**config.mk**
```make
export PLATFORM = sky130hd
export DESIGN_NAME = blob_centroid
export DESIGN_NICKNAME = d
export VERILOG_FILES = /design/src/rtl/blob_pkg.sv /design/src/rtl/blob_centroid_seq_divider.sv /design/src/rtl/blob_centroid.sv
export SDC_FILE = /design/constraint.sdc
export NUM_CORES = 1
export LEC_CHECK = 0
export ABC_AREA = 1
export CORE_AREA = 2 2 178 215
export CTS_CLUSTER_SIZE = 40
export DETAILED_ROUTE_END_ITERATION = 10
export DIE_AREA = 0 0 180 217
export GPL_TIMING_DRIVEN = 0
export PLACE_DENSITY = 0.82
export SKIP_CTS_REPAIR_TIMING = 1
export SYNTH_ARGS = -nofsm -noshare
export SYNTH_HDL_FRONTEND = slang
export SYNTH_SLANG_ARGS = --single-unit
```
**constraint.sdc**
```tcl
create_clock -name clk_in -period 13.7 [get_ports clk_in]
set_input_delay 2.74 -clock clk_in [delete_from_list [all_inputs] [get_ports clk_in]]
set_output_delay 2.74 -clock clk_in [all_outputs]
set_load 0.05 [all_outputs]
```
**src/rtl/blob_pkg.sv**
```systemverilog
// Shared types and constants for the blob centroid tracker and its
// sequential divider helper.
package blob_pkg;

    typedef enum logic [1:0] {
        ST_IDLE   = 2'd0,
        ST_DIVIDE = 2'd1,
        ST_DONE   = 2'd2
    } blob_state_e;

    localparam logic [8:0] NO_TARGET = 9'h1FF;

    localparam int FRAME_W_DEF    = 320;
    localparam int FRAME_H_DEF    = 240;
    localparam int MIN_PIXELS_DEF = 16;
    localparam int SUM_W_DEF      = 25;
    localparam int CNT_W_DEF      = 17;

    // Half of the larger span; a 9-bit span halved always fits 8 bits,
    // so the 8'hFF ceiling can never be exceeded.
    function automatic logic [7:0] half_span(input logic [8:0] dx, input logic [8:0] dy);
        logic [8:0] m;
        m = (dx > dy) ? dx : dy;
        return m[8:1];
    endfunction

endpackage

```
**src/rtl/blob_centroid_seq_divider.sv**
```systemverilog
// Unsigned restoring divider producing one quotient bit per cycle;
// done pulses N cycles after start is sampled and the quotient then holds.
module seq_divider #(
    parameter int N = 25,
    parameter int D = 17
) (
    input  logic         clk_i,
    input  logic         rst_i,
    input  logic         start_i,
    input  logic [N-1:0] dividend_i,
    input  logic [D-1:0] divisor_i,
    output logic [N-1:0] quotient_o,
    output logic         done_o
);

    localparam int CW = $clog2(N + 1);

    logic [N-1:0] acc_q, acc_d;
    logic [D-1:0] rem_q, rem_d;
    logic [D-1:0] dvs_q, dvs_d;
    logic [CW-1:0] cnt_q, cnt_d;
    logic busy_q, busy_d;
    logic done_q, done_d;

    logic [D:0]   rem_sh_s;
    logic         fits_s;
    logic [D-1:0] rem_sub_s;

    // One restoring step: shift in the next dividend bit and trial-subtract.
    always_comb begin
        rem_sh_s  = {rem_q, acc_q[N-1]};
        fits_s    = (rem_sh_s >= {1'b0, dvs_q});
        rem_sub_s = rem_sh_s[D-1:0] - dvs_q;
    end

    // Next-state: load on start, otherwise iterate while busy.
    always_comb begin
        acc_d  = acc_q;
        rem_d  = rem_q;
        dvs_d  = dvs_q;
        cnt_d  = cnt_q;
        busy_d = busy_q;
        done_d = 1'b0;
        if (start_i) begin
            acc_d  = dividend_i;
            dvs_d  = divisor_i;
            rem_d  = '0;
            cnt_d  = CW'(N);
            busy_d = 1'b1;
        end else if (busy_q) begin
            acc_d = {acc_q[N-2:0], fits_s};
            rem_d = fits_s ? rem_sub_s : rem_sh_s[D-1:0];
            cnt_d = cnt_q - CW'(1);
            if (cnt_q == CW'(1)) begin
                busy_d = 1'b0;
                done_d = 1'b1;
            end else begin
                busy_d = 1'b1;
            end
        end else begin
            busy_d = 1'b0;
        end
    end

    // Divider state registers.
    always_ff @(posedge clk_i or posedge rst_i) begin
        if (rst_i) begin
            acc_q  <= '0;
            rem_q  <= '0;
            dvs_q  <= '0;
            cnt_q  <= '0;
            busy_q <= 1'b0;
            done_q <= 1'b0;
        end else begin
            acc_q  <= acc_d;
            rem_q  <= rem_d;
            dvs_q  <= dvs_d;
            cnt_q  <= cnt_d;
            busy_q <= busy_d;
            done_q <= done_d;
        end
    end

    assign quotient_o = acc_q;
    assign done_o     = done_q;

endmodule

```
**src/rtl/blob_centroid.sv**
```systemverilog
// Per-frame accumulation of matched mask pixels; at each vsync rise the
// sums are divided into a centroid and a bounding-box radius is reported.
module blob_centroid
    import blob_pkg::*;
#(
    parameter int FRAME_W    = FRAME_W_DEF,
    parameter int FRAME_H    = FRAME_H_DEF,
    parameter int MIN_PIXELS = MIN_PIXELS_DEF,
    parameter int SUM_W      = SUM_W_DEF,
    parameter int CNT_W      = CNT_W_DEF
) (
    input  logic        clk_in,
    input  logic        rst_in,
    input  logic [10:0] hcount_in,
    input  logic [9:0]  vcount_in,
    input  logic        mask_in,
    input  logic        vsync_in,
    output logic [8:0]  x_center_out,
    output logic [8:0]  y_center_out,
    output logic [7:0]  radius_out,
    output logic [16:0] count_out,
    output logic        valid_out,
    output logic        overrun_out
);

    localparam int XW = $clog2(FRAME_W);
    localparam int YW = $clog2(FRAME_H);
    localparam int YCW = $clog2(SUM_W + 1);

    logic vsync_q;
    logic edge_s, hit_s;

    logic [SUM_W-1:0] sum_x_q, sum_x_d, sum_y_q, sum_y_d;
    logic [CNT_W-1:0] cnt_q, cnt_d;
    logic [XW-1:0]    xmin_q, xmin_d, xmax_q, xmax_d;
    logic [YW-1:0]    ymin_q, ymin_d, ymax_q, ymax_d;

    blob_state_e      state_q, state_d;
    logic [YCW-1:0]   cyc_q, cyc_d;
    logic             start_q, start_d;
    logic             empty_q, empty_d;
    logic [SUM_W-1:0] hsum_x_q, hsum_x_d, hsum_y_q, hsum_y_d;
    logic [CNT_W-1:0] hcnt_q, hcnt_d;
    logic [XW-1:0]    hxmin_q, hxmin_d, hxmax_q, hxmax_d;
    logic [YW-1:0]    hymin_q, hymin_d, hymax_q, hymax_d;

    logic [8:0]  x_q, x_d, y_q, y_d;
    logic [7:0]  r_q, r_d;
    logic [16:0] c_q, c_d;
    logic        valid_q, valid_d, ovr_q, ovr_d;

    logic [SUM_W-1:0] qx_s, qy_s;
    logic             dx_done_s, dy_done_s;
    logic [XW-1:0]    span_x_s;
    logic [YW-1:0]    span_y_s;

    // Frame edge and in-window hit detection.
    always_comb begin
        edge_s = vsync_in & ~vsync_q;
        hit_s  = mask_in & (hcount_in < 11'(FRAME_W)) & (vcount_in < 10'(FRAME_H)) & ~edge_s;
    end

    // Accumulators: cleared on every edge, otherwise updated on hits.
    always_comb begin
        sum_x_d = sum_x_q;
        sum_y_d = sum_y_q;
        cnt_d   = cnt_q;
        xmin_d  = xmin_q;
        xmax_d  = xmax_q;
        ymin_d  = ymin_q;
        ymax_d  = ymax_q;
        if (edge_s) begin
            sum_x_d = '0;
            sum_y_d = '0;
            cnt_d   = '0;
            xmin_d  = '1;
            xmax_d  = '0;
            ymin_d  = '1;
            ymax_d  = '0;
        end else if (hit_s) begin
            sum_x_d = sum_x_q + SUM_W'(hcount_in[XW-1:0]);
            sum_y_d = sum_y_q + SUM_W'(vcount_in[YW-1:0]);
            cnt_d   = (cnt_q == '1) ? cnt_q : cnt_q + CNT_W'(1);
            xmin_d  = (hcount_in[XW-1:0] < xmin_q) ? hcount_in[XW-1:0] : xmin_q;
            xmax_d  = (hcount_in[XW-1:0] > xmax_q) ? hcount_in[XW-1:0] : xmax_q;
            ymin_d  = (vcount_in[YW-1:0] < ymin_q) ? vcount_in[YW-1:0] : ymin_q;
            ymax_d  = (vcount_in[YW-1:0] > ymax_q) ? vcount_in[YW-1:0] : ymax_q;
        end else begin
            cnt_d = cnt_q;
        end
    end

    always_comb begin
        span_x_s = hxmax_q - hxmin_q;
        span_y_s = hymax_q - hymin_q;
    end

    // Control FSM: snapshot on edge, fixed-length divide wait, publish.
    always_comb begin
        state_d  = state_q;
        cyc_d    = cyc_q;
        start_d  = 1'b0;
        empty_d  = empty_q;
        hsum_x_d = hsum_x_q;
        hsum_y_d = hsum_y_q;
        hcnt_d   = hcnt_q;
        hxmin_d  = hxmin_q;
        hxmax_d  = hxmax_q;
        hymin_d  = hymin_q;
        hymax_d  = hymax_q;
        x_d      = x_q;
        y_d      = y_q;
        r_d      = r_q;
        c_d      = c_q;
        valid_d  = 1'b0;
        ovr_d    = ovr_q | (edge_s & (state_q != ST_IDLE));
        case (state_q)
            ST_IDLE: begin
                if (edge_s) begin
                    hsum_x_d = sum_x_q;
                    hsum_y_d = sum_y_q;
                    hcnt_d   = cnt_q;
                    hxmin_d  = xmin_q;
                    hxmax_d  = xmax_q;
                    hymin_d  = ymin_q;
                    hymax_d  = ymax_q;
                    empty_d  = (cnt_q < CNT_W'(MIN_PIXELS));
                    start_d  = ~(cnt_q < CNT_W'(MIN_PIXELS));
                    cyc_d    = '0;
                    state_d  = ST_DIVIDE;
                end else begin
                    state_d = ST_IDLE;
                end
            end
            ST_DIVIDE: begin
                if (cyc_q == YCW'(SUM_W)) begin
                    state_d = ST_DONE;
                end else begin
                    cyc_d = cyc_q + YCW'(1);
                end
            end
            ST_DONE: begin
                // Quotients are only trusted in the cycle both dividers report done.
                if (~empty_q & dx_done_s & dy_done_s) begin
                    x_d = (|qx_s[SUM_W-1:9]) ? NO_TARGET : qx_s[8:0];
                    y_d = (|qy_s[SUM_W-1:9]) ? NO_TARGET : qy_s[8:0];
                    r_d = half_span(9'(span_x_s), 9'(span_y_s));
                end else begin
                    x_d = NO_TARGET;
                    y_d = NO_TARGET;
                    r_d = 8'd0;
                end
                c_d     = 17'(hcnt_q);
                valid_d = 1'b1;
                state_d = ST_IDLE;
            end
            default: begin
                state_d = ST_IDLE;
            end
        endcase
    end

    seq_divider #(.N(SUM_W), .D(CNT_W)) u_div_x (
        .clk_i      (clk_in),
        .rst_i      (rst_in),
        .start_i    (start_q),
        .dividend_i (hsum_x_q),
        .divisor_i  (hcnt_q),
        .quotient_o (qx_s),
        .done_o     (dx_done_s)
    );

    seq_divider #(.N(SUM_W), .D(CNT_W)) u_div_y (
        .clk_i      (clk_in),
        .rst_i      (rst_in),
        .start_i    (start_q),
        .dividend_i (hsum_y_q),
        .divisor_i  (hcnt_q),
        .quotient_o (qy_s),
        .done_o     (dy_done_s)
    );

    // All state and output registers.
    always_ff @(posedge clk_in or posedge rst_in) begin
        if (rst_in) begin
            vsync_q  <= 1'b0;
            sum_x_q  <= '0;
            sum_y_q  <= '0;
            cnt_q    <= '0;
            xmin_q   <= '1;
            xmax_q   <= '0;
            ymin_q   <= '1;
            ymax_q   <= '0;
            state_q  <= ST_IDLE;
            cyc_q    <= '0;
            start_q  <= 1'b0;
            empty_q  <= 1'b0;
            hsum_x_q <= '0;
            hsum_y_q <= '0;
            hcnt_q   <= '0;
            hxmin_q  <= '0;
            hxmax_q  <= '0;
            hymin_q  <= '0;
            hymax_q  <= '0;
            x_q      <= NO_TARGET;
            y_q      <= NO_TARGET;
            r_q      <= 8'd0;
            c_q      <= 17'd0;
            valid_q  <= 1'b0;
            ovr_q    <= 1'b0;
        end else begin
            vsync_q  <= vsync_in;
            sum_x_q  <= sum_x_d;
            sum_y_q  <= sum_y_d;
            cnt_q    <= cnt_d;
            xmin_q   <= xmin_d;
            xmax_q   <= xmax_d;
            ymin_q   <= ymin_d;
            ymax_q   <= ymax_d;
            state_q  <= state_d;
            cyc_q    <= cyc_d;
            start_q  <= start_d;
            empty_q  <= empty_d;
            hsum_x_q <= hsum_x_d;
            hsum_y_q <= hsum_y_d;
            hcnt_q   <= hcnt_d;
            hxmin_q  <= hxmin_d;
            hxmax_q  <= hxmax_d;
            hymin_q  <= hymin_d;
            hymax_q  <= hymax_d;
            x_q      <= x_d;
            y_q      <= y_d;
            r_q      <= r_d;
            c_q      <= c_d;
            valid_q  <= valid_d;
            ovr_q    <= ovr_d;
        end
    end

    assign x_center_out = x_q;
    assign y_center_out = y_q;
    assign radius_out   = r_q;
    assign count_out    = c_q;
    assign valid_out    = valid_q;
    assign overrun_out  = ovr_q;

endmodule

```
=== Yosys cells after proc, flatten, opt, wreduce, memory -nomap -nowiden ===
Cells that the tools add are included.

* Bits in registers: 372
* Input bits: 25
* Output and inout bits: 45

* Add/sub/neg operators: 10
* $lt $le $gt $ge: 10
* Eq/ne operators: 10
* Muxes and demuxes: 60
* Bitwise logic cells: 12
* Reduce and logical (&&, ||, !) cells: 19

{| class="wikitable"
|+ Operators by type and width
! operator !! count
|-
| $mux W25 || 8
|-
| $mux W17 || 9
|-
| $mux W9 || 11
|-
| $mux W8 || 7
|-
| $ge A18 B17 Y1 || 2
|-
| $sub A17 B17 Y17 || 2
|-
| $reduce_or A16 Y1 || 2
|-
| $mux W5 || 6
|-
| $add A25 B8 Y25 || 1
|-
| $add A25 B9 Y25 || 1
|-
| $reduce_bool A2 Y1 || 9
|-
| $add A17 B1 Y17 const B || 1
|-
| $eq A17 B17 Y1 const B || 1
|-
| $lt A17 B5 Y1 const B || 1
|-
| $mux W1 || 16
|-
| $reduce_and A2 Y1 || 6
|-
| $lt A11 B9 Y1 const B || 1
|-
| $eq A5 B1 Y1 const B || 2
|-
| $lt A10 B8 Y1 const B || 1
|-
| $pmux W5 S2 || 1
|-
| $sub A5 B1 Y5 const B || 2
|-
| $gt A9 B8 Y1 || 1
|-
| $gt A9 B9 Y1 || 1
|-
| $lt A9 B9 Y1 || 1
|-
| other kinds (16) || 28
|}

=== Logic depth before layout (Yosys ltp) ===
Gate-level depths: netlist of run 1.

* Depth after elaboration: 6
* Gate-level depth with buffers: 24
* Gate-level depth less buffers: 24

=== Cells and area by module ===
From an unflattened synthesis of run 1, not the netlist that was laid out.

* Cell total of the unflattened synthesis: 2778
* Area, all modules: 21819.7 um^2

{| class="wikitable"
|+ Modules (own cells, without submodules)
! module !! instances !! cells an instance !! area each (um^2) !! seq. area each (um^2)
|-
| blob_centroid || 1 || 1653 || 13610.6 || 6475.0
|-
| seq_divider at u_div_y || 1 || 568 || 4116.4 || 1651.6
|-
| seq_divider at u_div_x || 1 || 557 || 4092.7 || 1651.6
|}

=== Worst setup path before layout of run 1 ===
No wires, ideal clock.

* Path kind: input to register
* Start point: input hcount_in[0]
* End point: register sum_x_q[14]
* Library setup time: 0.114 ns
* Data arrival time: 4.138 ns
* Data required time: 13.586 ns
* Path slack: 9.448 ns
* Cell stages on the path: 14
* Path through: ha_1 fa_1 nand3_1 nand3_1 nand2_1 nand2_1 nand2_1 nand2_1 nand2_1 inv_1 nand2_1 nand2_1 inv_1 nor2_1

* Longest elaborated chain between the ends: 5
* Elaborated cells on any way between the ends: 8
* Those cells by class: add/sub (1); order compare (1); mux (2); bitwise (3); reduce/logical (1)

{| class="wikitable"
|+ Ends and longest elaborated chain
! item !! RTL line !! RTL
|-
| from (decl) || blob_centroid.sv:14 || <nowiki>input logic [10:0] hcount_in,</nowiki>
|-
| $lt A11 B9 Y1 || blob_centroid.sv:60 || <nowiki>hit_s = mask_in & (hcount_in < 11'(FRAME_W)) & (vcount_in < 10'(FRAME_H)) & ~edge_s;</nowiki>
|-
| $and A1 B1 Y1 (3 in series) || blob_centroid.sv:60 ||
|-
| $reduce_bool A2 Y1 (no source line) || n/a ||
|-
| to (signal assigned) || blob_centroid.sv:213 || <nowiki>sum_x_q <= sum_x_d;</nowiki>
|-
| to (decl) || blob_centroid.sv:33 || <nowiki>logic [SUM_W-1:0] sum_x_q, sum_x_d, sum_y_q, sum_y_d;</nowiki>
|}

Several ways; a longest one is shown, not always the timed one. The select of a mux whose other input is x is not followed.
A chain may end at the register's enable or synchronous reset.

=== Worst setup path in the final report of run 1 ===
* Start point: input hcount_in[7]
* End point: register sum_y_q[5]

* Longest elaborated chain between the ends: 5

{| class="wikitable"
|+ Ends and longest elaborated chain
! item !! RTL line !! RTL
|-
| $lt A11 B9 Y1 || blob_centroid.sv:60 ||
|-
| $and A1 B1 Y1 (3 in series) || blob_centroid.sv:60 ||
|-
| $reduce_bool A2 Y1 (no source line) || n/a ||
|-
| to (signal assigned) || blob_centroid.sv:214 || <nowiki>sum_y_q <= sum_y_d;</nowiki>
|-
| to (decl) || blob_centroid.sv:33 ||
|}

Every way passes these cells.

==> results of run 1 <==
worst max-delay path, cell delays in order:
cell	delay, ns
clkdlybuf4s50_1	0.66
o21ai_1	0.21
and2_1	0.15
nand2_2	0.27
nor2_2	0.55
inv_2	0.27
a21oi_1	0.18
o21ai_0	0.11
o21ai_1	0.10
through the flow:
stage,instance area [um^2],setup WS [ns],instances,util [%],hold WS [ns]
final,23100,8.91,3187,62.1,0.480
after global routing,23100,8.75,3187,62.1,0.506
after CTS,23100,8.98,3187,62.1,0.481
after detailed placement,21900,8.47,3117,58.8,0.464
after global placement,21800,-3.41,3114,58.5,0.456
after floorplan,20500,0.687,2565,-,0.434
power by group:
part,switching [W],internal (W)
Sequential,0.000120,0.00132
Combinational,0.00125,0.000684
Clock,0.000444,0.000598
layer usage:
layer | share of wire, % | vias up | track usage (%)
li1 | - | 8670 | -
met1 | 40 | 8652 | 35.0
met2 | 49 | 582 | 50.0
met3 | 5.2 | 155 | 3.98
met4 | 5.4 | 0 | 14.8
met5 | 0 | - | 0
flip-flops by register name (all words and copies together) (netlist names), 17 cells and up:
register	cells
hcnt_q	17
u_div_y.rem_q	17
hsum_y_q	25
u_div_y.dvs_q	17
cnt_q	17
hsum_x_q	25
u_div_x.quotient_o	25
sum_x_q	25
sum_y_q	25
u_div_x.rem_q	17
count_out	17
u_div_y.quotient_o	25
area by class of cell:
| class | count | share of cell area [%] |
|---|---|---|
| multi-input combinational | 1773 | 41.1 |
| inverter | 341 | 5.58 |
| sequential | 372 | 40.5 |
| timing repair buffer | 72 | 3.35 |
| buffer | 79 | 1.53 |
| clock buffer | 56 | 4.76 |
| tap | 480 | 2.60 |
| clock inverter | 14 | 0.591 |
worst paths after layout:
path,slack [ns],cells after the start,endpoint
hold / removal,0.48,1,cyc_q[4]
setup reg to reg,10.33,19,radius_out[5]
hold reg to reg,0.48,1,cyc_q[4]
min in group asynchronous,2.64,2,count_out[3]
setup / recovery,8.91,9,sum_y_q[5]
max in group asynchronous,9.59,4,x_center_out[5]
cells in the final DEF (no fill, tap or decap), drive strengths merged, types with 23 or more instances in the layout:
master,count
nand2,687
o221ai,24
dfstp,35
buf,24
nor2,153
nand3b,23
nand3,152
xor2,23
o21ai,240
ha,114
nand4,48
clkdlybuf4s50,69
a31oi,24
nor3,34
inv,339
clkbuf,114
dfrtp,337
a21oi,162
kinds of logic after synthesis:
group	Yosys count
buffers and inverters	420
AOI/OAI and AO/OA	490
DFF	372
xor gates and xnor gates	39
adders and majority gates	120
and+or+nand+nor	1124
==> impl_metrics.yaml, run 1 <==
power:
  p_leak_nw: 11.3
  finalPower_w: 0.00442
  vdd_drop_max_v: 0.000124
  power_density_nw_per_um2: 191
timing:
  clock.fmax_mhz: 209
  slew_headroom_pct: 34.3
  finClkSkew_ns: 0.0126
  rsz0062_at_grt: "no"
  fin_crit_sh_pct: 35.0
  finalHoldViolCount: 0
  tns_ns: 0
  fin_crit_ns: 4.79
  slew_violations: 0
  setup_viol: 0
  tightest_slew_ns: 0.985
clocking:
  clockRootBuffer: "clkbuf_16"
  cts_tree: "yes"
  cts.sinks: 372
  cts-buffers-inserted: 39
  htreeDepth: 2
  clkTransAtPathRegs_ns: 0.06
  insertion_delay_ns: 0.54
  clockBufferDepth: 3
worst_setup_path:
  crit_path_start_kind: "input port"
  worstPathMaxFanout: 10
  crit_start: "hcount_in[7]"
  r2r-start: "hxmax_q[0]"
  crit_required_ns: 14.16
  crit_path_end_kind: "flip-flop"
  worstPathArrival_ns: 5.25
  criticalPathCategory: "input port to flip-flop"
logic_synthesis:
  yosysWarnings: 0
  synth_edf_count: 0
  yosysTopAreaCell: "dfrtp_1"
  yosys.area_share.simple_pct: 23.9
  async_flop_share_pct: 100
  avgSynthCellArea_um2: 7.98
  synth_common_cells: "nand2_1, dfrtp_1, inv_1, o21ai_0, a21oi_1"
  syn_nets: 2710
  synth_area_leaders: "dfrtp_1, nand2_1, ha_1"
  muxShareOfSynthArea_pct: 0
  netlist.area_leader.share_pct: 41.2
  synth.most_common_cell: "nand2_1"
  seq_area_frac_synth_pct: 45.7
  synth_compound_area_share_pct: 13.3
  synth_cells: 2565
  synth_xor_area_share_pct: 1.67
  synth_area_um2: 20500
  synth_top_family_by_area: "simple AND/OR/NAND/NOR gates"
  yosys.area_share.adder_pct: 7.55
  synth_ff_type: "dfrtp_1"
  synth_seq_cells: 372
  synthDistinctLibCells: 54
die:
  die_h_um: 217
  die_x_um: 180
  rows: 78
  ios: 70
  dieArea_um2: 39100
  initial_core_util_pct: 55.1
  core_um2: 37200
finish:
  drive_gt1_share_pct: 6.06
  multi_input_area_um2: 9490
  nFillCells: 3145
  final-seq-area_um2: 9350
  num_antenna_cells: 0
  final_nets: 2823
  area_growth_syn_to_layout_pct: 12.8
detailed_routing:
  wl_um: 55700
  ant_nets: 0
  drt-initial-drc-count: 1324
  wl_per_cell_um: 17.5
  avgViaCountPerCell: 5.67
  drt_drc_violations_left: 0
  firstDrtPassIters: 6
  num_vias: 18100
flow_run:
  drv_cap: 0
global_routing:
  grt_antenna_before_repair: 0
  grt_usage_pct: 28.8
  gr-total-overflow: 0
  grt_pass1_vias: 17800
  grt_start_max_net_pins: 132
  grt_pass1_wl_um: 90600
placement:
  port-buffer-count: 69
  dp.final_hpwl_um: 41700
  gp_congestion: 0.925
run_status:
  status: "completed"
min_path:
  hold_start: "cyc_q[4]"
  hold_class: "flip-flop to flip-flop"
No activity file was read; power rests on OpenSTA's default activity.
==> run 2: changes to the inputs <==
--- a/config.mk
+++ b/config.mk
@@ -6,12 +6,12 @@
 export NUM_CORES = 1
 export LEC_CHECK = 0
 export ABC_AREA = 1
-export CORE_AREA = 2 2 178 215
+export CORE_AREA = 2 2 175 211
 export CTS_CLUSTER_SIZE = 40
 export DETAILED_ROUTE_END_ITERATION = 10
-export DIE_AREA = 0 0 180 217
+export DIE_AREA = 0 0 177 213
 export GPL_TIMING_DRIVEN = 0
-export PLACE_DENSITY = 0.82
+export PLACE_DENSITY = 0.81
 export SKIP_CTS_REPAIR_TIMING = 1
 export SYNTH_ARGS = -nofsm -noshare
 export SYNTH_HDL_FRONTEND = slang
==> constraint.sdc (replaced) <==
create_clock -name clk_in -period 4.8 [get_ports clk_in]
set_input_delay 0.96 -clock clk_in [delete_from_list [all_inputs] [get_ports clk_in]]
set_output_delay 0.96 -clock clk_in [all_outputs]
set_load 0.05 [all_outputs]
==> impl_metrics.yaml, run 2 (synthesized netlist as in run 1, its figures left out) <==
timing:
  setup_ws_ns: 1.36
  slew_headroom_pct: 36.0
  finalHoldViolCount: 0
  slew_violations: 0
  finClkSkew_ns: 0.0114
  setup_viol: 0
  tns_ns: 0
  fin_crit_ns: 3.44
  hold_slack_ns: 0.475
  fin_crit_sh_pct: 71.6
  clock.fmax_mhz: 291
  rsz0062_at_grt: "no"
  tightest_slew_ns: 0.960
die:
  ios: 70
  dieArea_um2: 37700
  core_um2: 35700
  die_x_um: 177
  die_h_um: 213
  initial_core_util_pct: 57.4
  rows: 76
finish:
  final_core_util_pct: 65.5
  area_growth_syn_to_layout_pct: 14.1
  final_nets: 2830
  drive_gt1_share_pct: 6.45
  nFillCells: 2930
  mostFrequentLayoutCells: "nand2_1, dfrtp_1, inv_1"
  final_common_cell: "nand2_1"
  num_antenna_cells: 0
  stdcell_count: 3182
power:
  power_density_nw_per_um2: 557
  p_leak_nw: 11.4
  vdd_drop_max_v: 0.000329
clocking:
  insertion_delay_ns: 0.54
  clockRootBuffer: "clkbuf_16"
  cts.sinks: 372
  cts-buffers-inserted: 40
  clkTransAtPathRegs_ns: 0.06
  clockBufferDepth: 3
  cts_tree: "yes"
  htreeDepth: 2
detailed_routing:
  drt_drc_violations_left: 0
  wl_um: 55900
  avgViaCountPerCell: 5.67
  ant_nets: 0
  drt-initial-drc-count: 1543
  num_vias: 18000
  firstDrtPassIters: 5
  wl_per_cell_um: 17.6
min_path:
  hold_start: "cyc_q[4]"
  worst_hold_path.num_cells: 1
  hold_class: "flip-flop to flip-flop"
worst_setup_path:
  crit_path_end_kind: "flip-flop"
  slowest_delay_ns: 0.41
  crit_chain: "inv_1 > ha_1 > inv_1 > fa_1 > nand3_1 > nand3_1 > a21boi_0 > xor2_1 > inv_1 > ha_1 > nand2_1 > inv_1 > nand2_1 > nand2_1 > nand2_1 > nand2_1 > nand2_1 > nand2_1 > nand2_1 > nand3_1 > nand2_1"
  ff2ff_path_depth: 21
  crit_required_ns: 5.28
  critPathSlowestCell: "fa_1"
  worstPathMaxFanout: 8
  path_common_cell: "nand2_1"
  criticalPathCategory: "flip-flop to flip-flop"
  worstPathArrival_ns: 3.91
  crit_path_start_kind: "flip-flop"
  crit_start: "hxmax_q[0]"
  r2r-start: "hxmax_q[0]"
global_routing:
  grt_pass1_wl_um: 90000
  grt_start_max_net_pins: 46
  grt_usage_pct: 30.2
  grt_pass1_vias: 17800
  gr-total-overflow: 0
  grt_antenna_before_repair: 0
placement:
  dpl_worst_slack_ns: 1.27
  port-buffer-count: 69
  dp.final_hpwl_um: 42300
  gp_congestion: 0.936
  dp_cells: 3111
flow_run:
  drv_cap: 0
run_status:
  status: "completed"
-- run 2: layer usage --
metal	track usage (%)	vias up	wire, um
met2	52.1	586	27300
met4	16.8	0	3160
met1	36.8	8612	22600
met3	3.60	153	2800
met5	0	-	0
li1	-	8681	-
-- run 2: metrics by stage --
stage               power [W]  instance area [um^2]
floorplan             0.00824                 20500
global route           0.0140                 23400
CTS                    0.0130                 23400
detailed placement    0.00958                 21900
finish                 0.0130                 23400
global placement      0.00939                 21800
-- run 2: area by class of cell --
class	instances	area [um^2]	area share [%]
tap	468	586	2.51
buffer	79	353	1.51
timing repair buffer	78	871	3.73
clock inverter	16	289	1.24
clock buffer	55	1140	4.87
inverter	341	1280	5.50
sequential	372	9350	40.0
multi-input combinational	1773	9490	40.6
-- run 2: critical path: cells and delay by family (launching register included) --
kind	cells	cell delay (ns)
flops	1	0.38
fa+ha+maj	3	0.86
buf+inv	4	0.26
xor+xnor	1	0.41
compound gates	1	0.29
simple gates	12	1.20
-- run 2: path summary, 6_finish.rpt --
kind | slack, ns | to
min in group asynchronous | 0.89 | cnt_q[2]
max in group asynchronous | 2.49 | sum_x_q[17]
min | 0.47 | cyc_q[4]
min reg2reg | 0.47 | cyc_q[4]
max | 1.36 | radius_out[2]
max reg2reg | 1.36 | radius_out[2]
-- run 2: where the power goes --
part | total [W] | leakage, nW | switching (W) | internal, W
Clock | 0.00336 | 0.701 | 0.00127 | 0.00209
Combinational | 0.00554 | 5.91 | 0.00358 | 0.00196
Sequential | 0.00412 | 4.84 | 0.000353 | 0.00377
==> run 3: changes to the inputs <==
==> constraint.sdc (replaced) <==
create_clock -name clk_in -period 3.3 [get_ports clk_in]
set_input_delay 0.66 -clock clk_in [delete_from_list [all_inputs] [get_ports clk_in]]
set_output_delay 0.66 -clock clk_in [all_outputs]
set_load 0.05 [all_outputs]
==> impl_metrics.yaml, run 3 (synthesized netlist as in run 1, its figures left out) <==
run_status:
  status: "completed"
die:
  die_x_um: 177
  rows: 76
  dieArea_um2: 37700
  die_h_um: 213
  ios: 70
  core_um2: 35700
  initial_core_util_pct: 57.4
finish:
  final_nets: 2831
  final_area_um2: 23400
  final_common_cell: "nand2_1"
  stdcell_count: 3183
  area_growth_syn_to_layout_pct: 14.3
  final_core_util_pct: 65.6
  drive_gt1_share_pct: 6.70
  mostFrequentLayoutCells: "nand2_1, dfrtp_1, inv_1"
  num_antenna_cells: 0
clocking:
  insertion_delay_ns: 0.53
  cts_tree: "yes"
  cts-buffers-inserted: 40
  htreeDepth: 2
  clkTransAtPathRegs_ns: 0.06
  clockBufferDepth: 3
  clockRootBuffer: "clkbuf_16"
  cts.sinks: 372
placement:
  dp_cells: 3111
  gp_congestion: 0.936
  port-buffer-count: 69
  placed_cell_area_um2: 21900
  dp.final_hpwl_um: 42300
timing:
  finClkSkew_ns: 0.0101
  setup_viol: 0
  clock.fmax_mhz: 331
  fin_crit_ns: 3.02
  slew_headroom_pct: 35.4
  fin_crit_sh_pct: 91.5
  finalHoldViolCount: 0
  hold_slack_ns: 0.475
  tightest_slew_ns: 0.969
  slew_violations: 0
worst_setup_path:
  crit_path_start_kind: "flip-flop"
  worstPathArrival_ns: 3.49
  crit_chain: "inv_1 > ha_1 > inv_1 > fa_1 > nand3_1 > nand3_2 > a21boi_2 > xor2_2 > inv_1 > ha_1 > a21oi_1 > nand2_1 > nand2_1 > nand2_1 > nand2_4 > nand2_2 > nand2_1 > nand3_1 > nand2_1"
  criticalPathCategory: "flip-flop to flip-flop"
  crit_required_ns: 3.77
  path_buf_inv: 3
  slowest_delay_ns: 0.41
  critPathSlowestCell: "fa_1"
  path_common_cell: "nand2_1"
  crit_path_end_kind: "flip-flop"
  crit_family: "simple AND/OR/NAND/NOR gates"
  worstPathMaxFanout: 8
power:
  swShare_pct: 40.0
  finalPower_w: 0.0190
  power_density_nw_per_um2: 813
  p_seq_share_pct: 31.5
  switchingPower_w: 0.00761
  p_clk_share_pct: 25.7
  p_comb_share_pct: 42.9
  p_leak_nw: 11.5
  vdd_drop_max_v: 0.000485
  p_int_w: 0.0114
global_routing:
  grt_usage_pct: 30.2
  grt_pass1_vias: 17800
  grt_antenna_before_repair: 0
  grt_pass1_wl_um: 90000
  grt_start_max_net_pins: 46
  gr-total-overflow: 0
flow_run:
  drv_cap: 0
detailed_routing:
  num_vias: 18000
  drt-initial-drc-count: 1516
  ant_nets: 0
  firstDrtPassIters: 6
  wl_um: 55700
  avgViaCountPerCell: 5.67
  wl_per_cell_um: 17.5
  drt_drc_violations_left: 0
min_path:
  hold_class: "flip-flop to flip-flop"
run 3: cell types whose count changed in the layout (fill, tap and decap cells not counted):
cell      delta
xor2_2       +2
xor2_1       -2
nand2_2      +1
a21boi_0     -1
a21boi_2     +1
buf_4        +1
nand2_4      +1
nand3_2      +1
nand3_1      -1
nand2_1      -2
run 3: worst reg2reg max path: cells and delay by family, from the launching register on:
kind            cells  cell delay (ns)
xor+xnor            1             0.24
fa+ha+maj           3             0.85
simple gates       10             0.91
compound gates      2             0.39
buf+inv             3             0.20
flops               1             0.37
run 3: power by group through the flow:
stage          clock [W]  sequential [W]  combinational [W]
3_5_place_dp           0         0.00603            0.00791
2_1_floorplan          0         0.00590            0.00609
6_report         0.00488         0.00599            0.00815
3_3_place_gp           0         0.00601            0.00766
5_1_grt          0.00512         0.00607            0.00925
4_1_cts          0.00495         0.00597            0.00798
run 3: worst paths after layout:
path | start | to | slack [ns] | cells after the start
min in group asynchronous | rst_in | cnt_q[2] | 0.59 | 2
hold / removal | cyc_q[4] | cyc_q[4] | 0.48 | 1
setup / recovery | hxmax_q[0] | radius_out[2] | 0.28 | 19
setup reg to reg | hxmax_q[0] | radius_out[2] | 0.28 | 19
max in group asynchronous | rst_in | sum_x_q[17] | 1.29 | 6
hold reg to reg | cyc_q[4] | cyc_q[4] | 0.48 | 1
run 3: area by class of cell:
class | instances | area (um^2)
inverter | 341 | 1280
timing repair buffer | 79 | 878
clock inverter | 16 | 289
clock buffer | 55 | 1140
buffer | 79 | 353
sequential | 372 | 9350
multi-input combinational | 1773 | 9520
tap | 468 | 586
fill | 2922 | 12300
run 3: stage by stage:
stage | setup TNS [ns] | worst slack, ns
CTS | -0.218 | -0.0407
detailed placement | -0.162 | -0.0306
global placement | -1655.37 | -4.68
global route | -0.0123 | -0.0117
floorplan | -817.57 | -2.33
finish | 0 | 0.280
run 3: metal layers:
| metal | vias up | wire length, um | global-route usage, % |
|---|---|---|---|
| met5 | - | 0 | 0 |
| met4 | 0 | 3070 | 16.8 |
| met3 | 150 | 2700 | 3.60 |
| met2 | 564 | 27300 | 52.1 |
| met1 | 8639 | 22600 | 36.8 |
| li1 | 8690 | - | - |
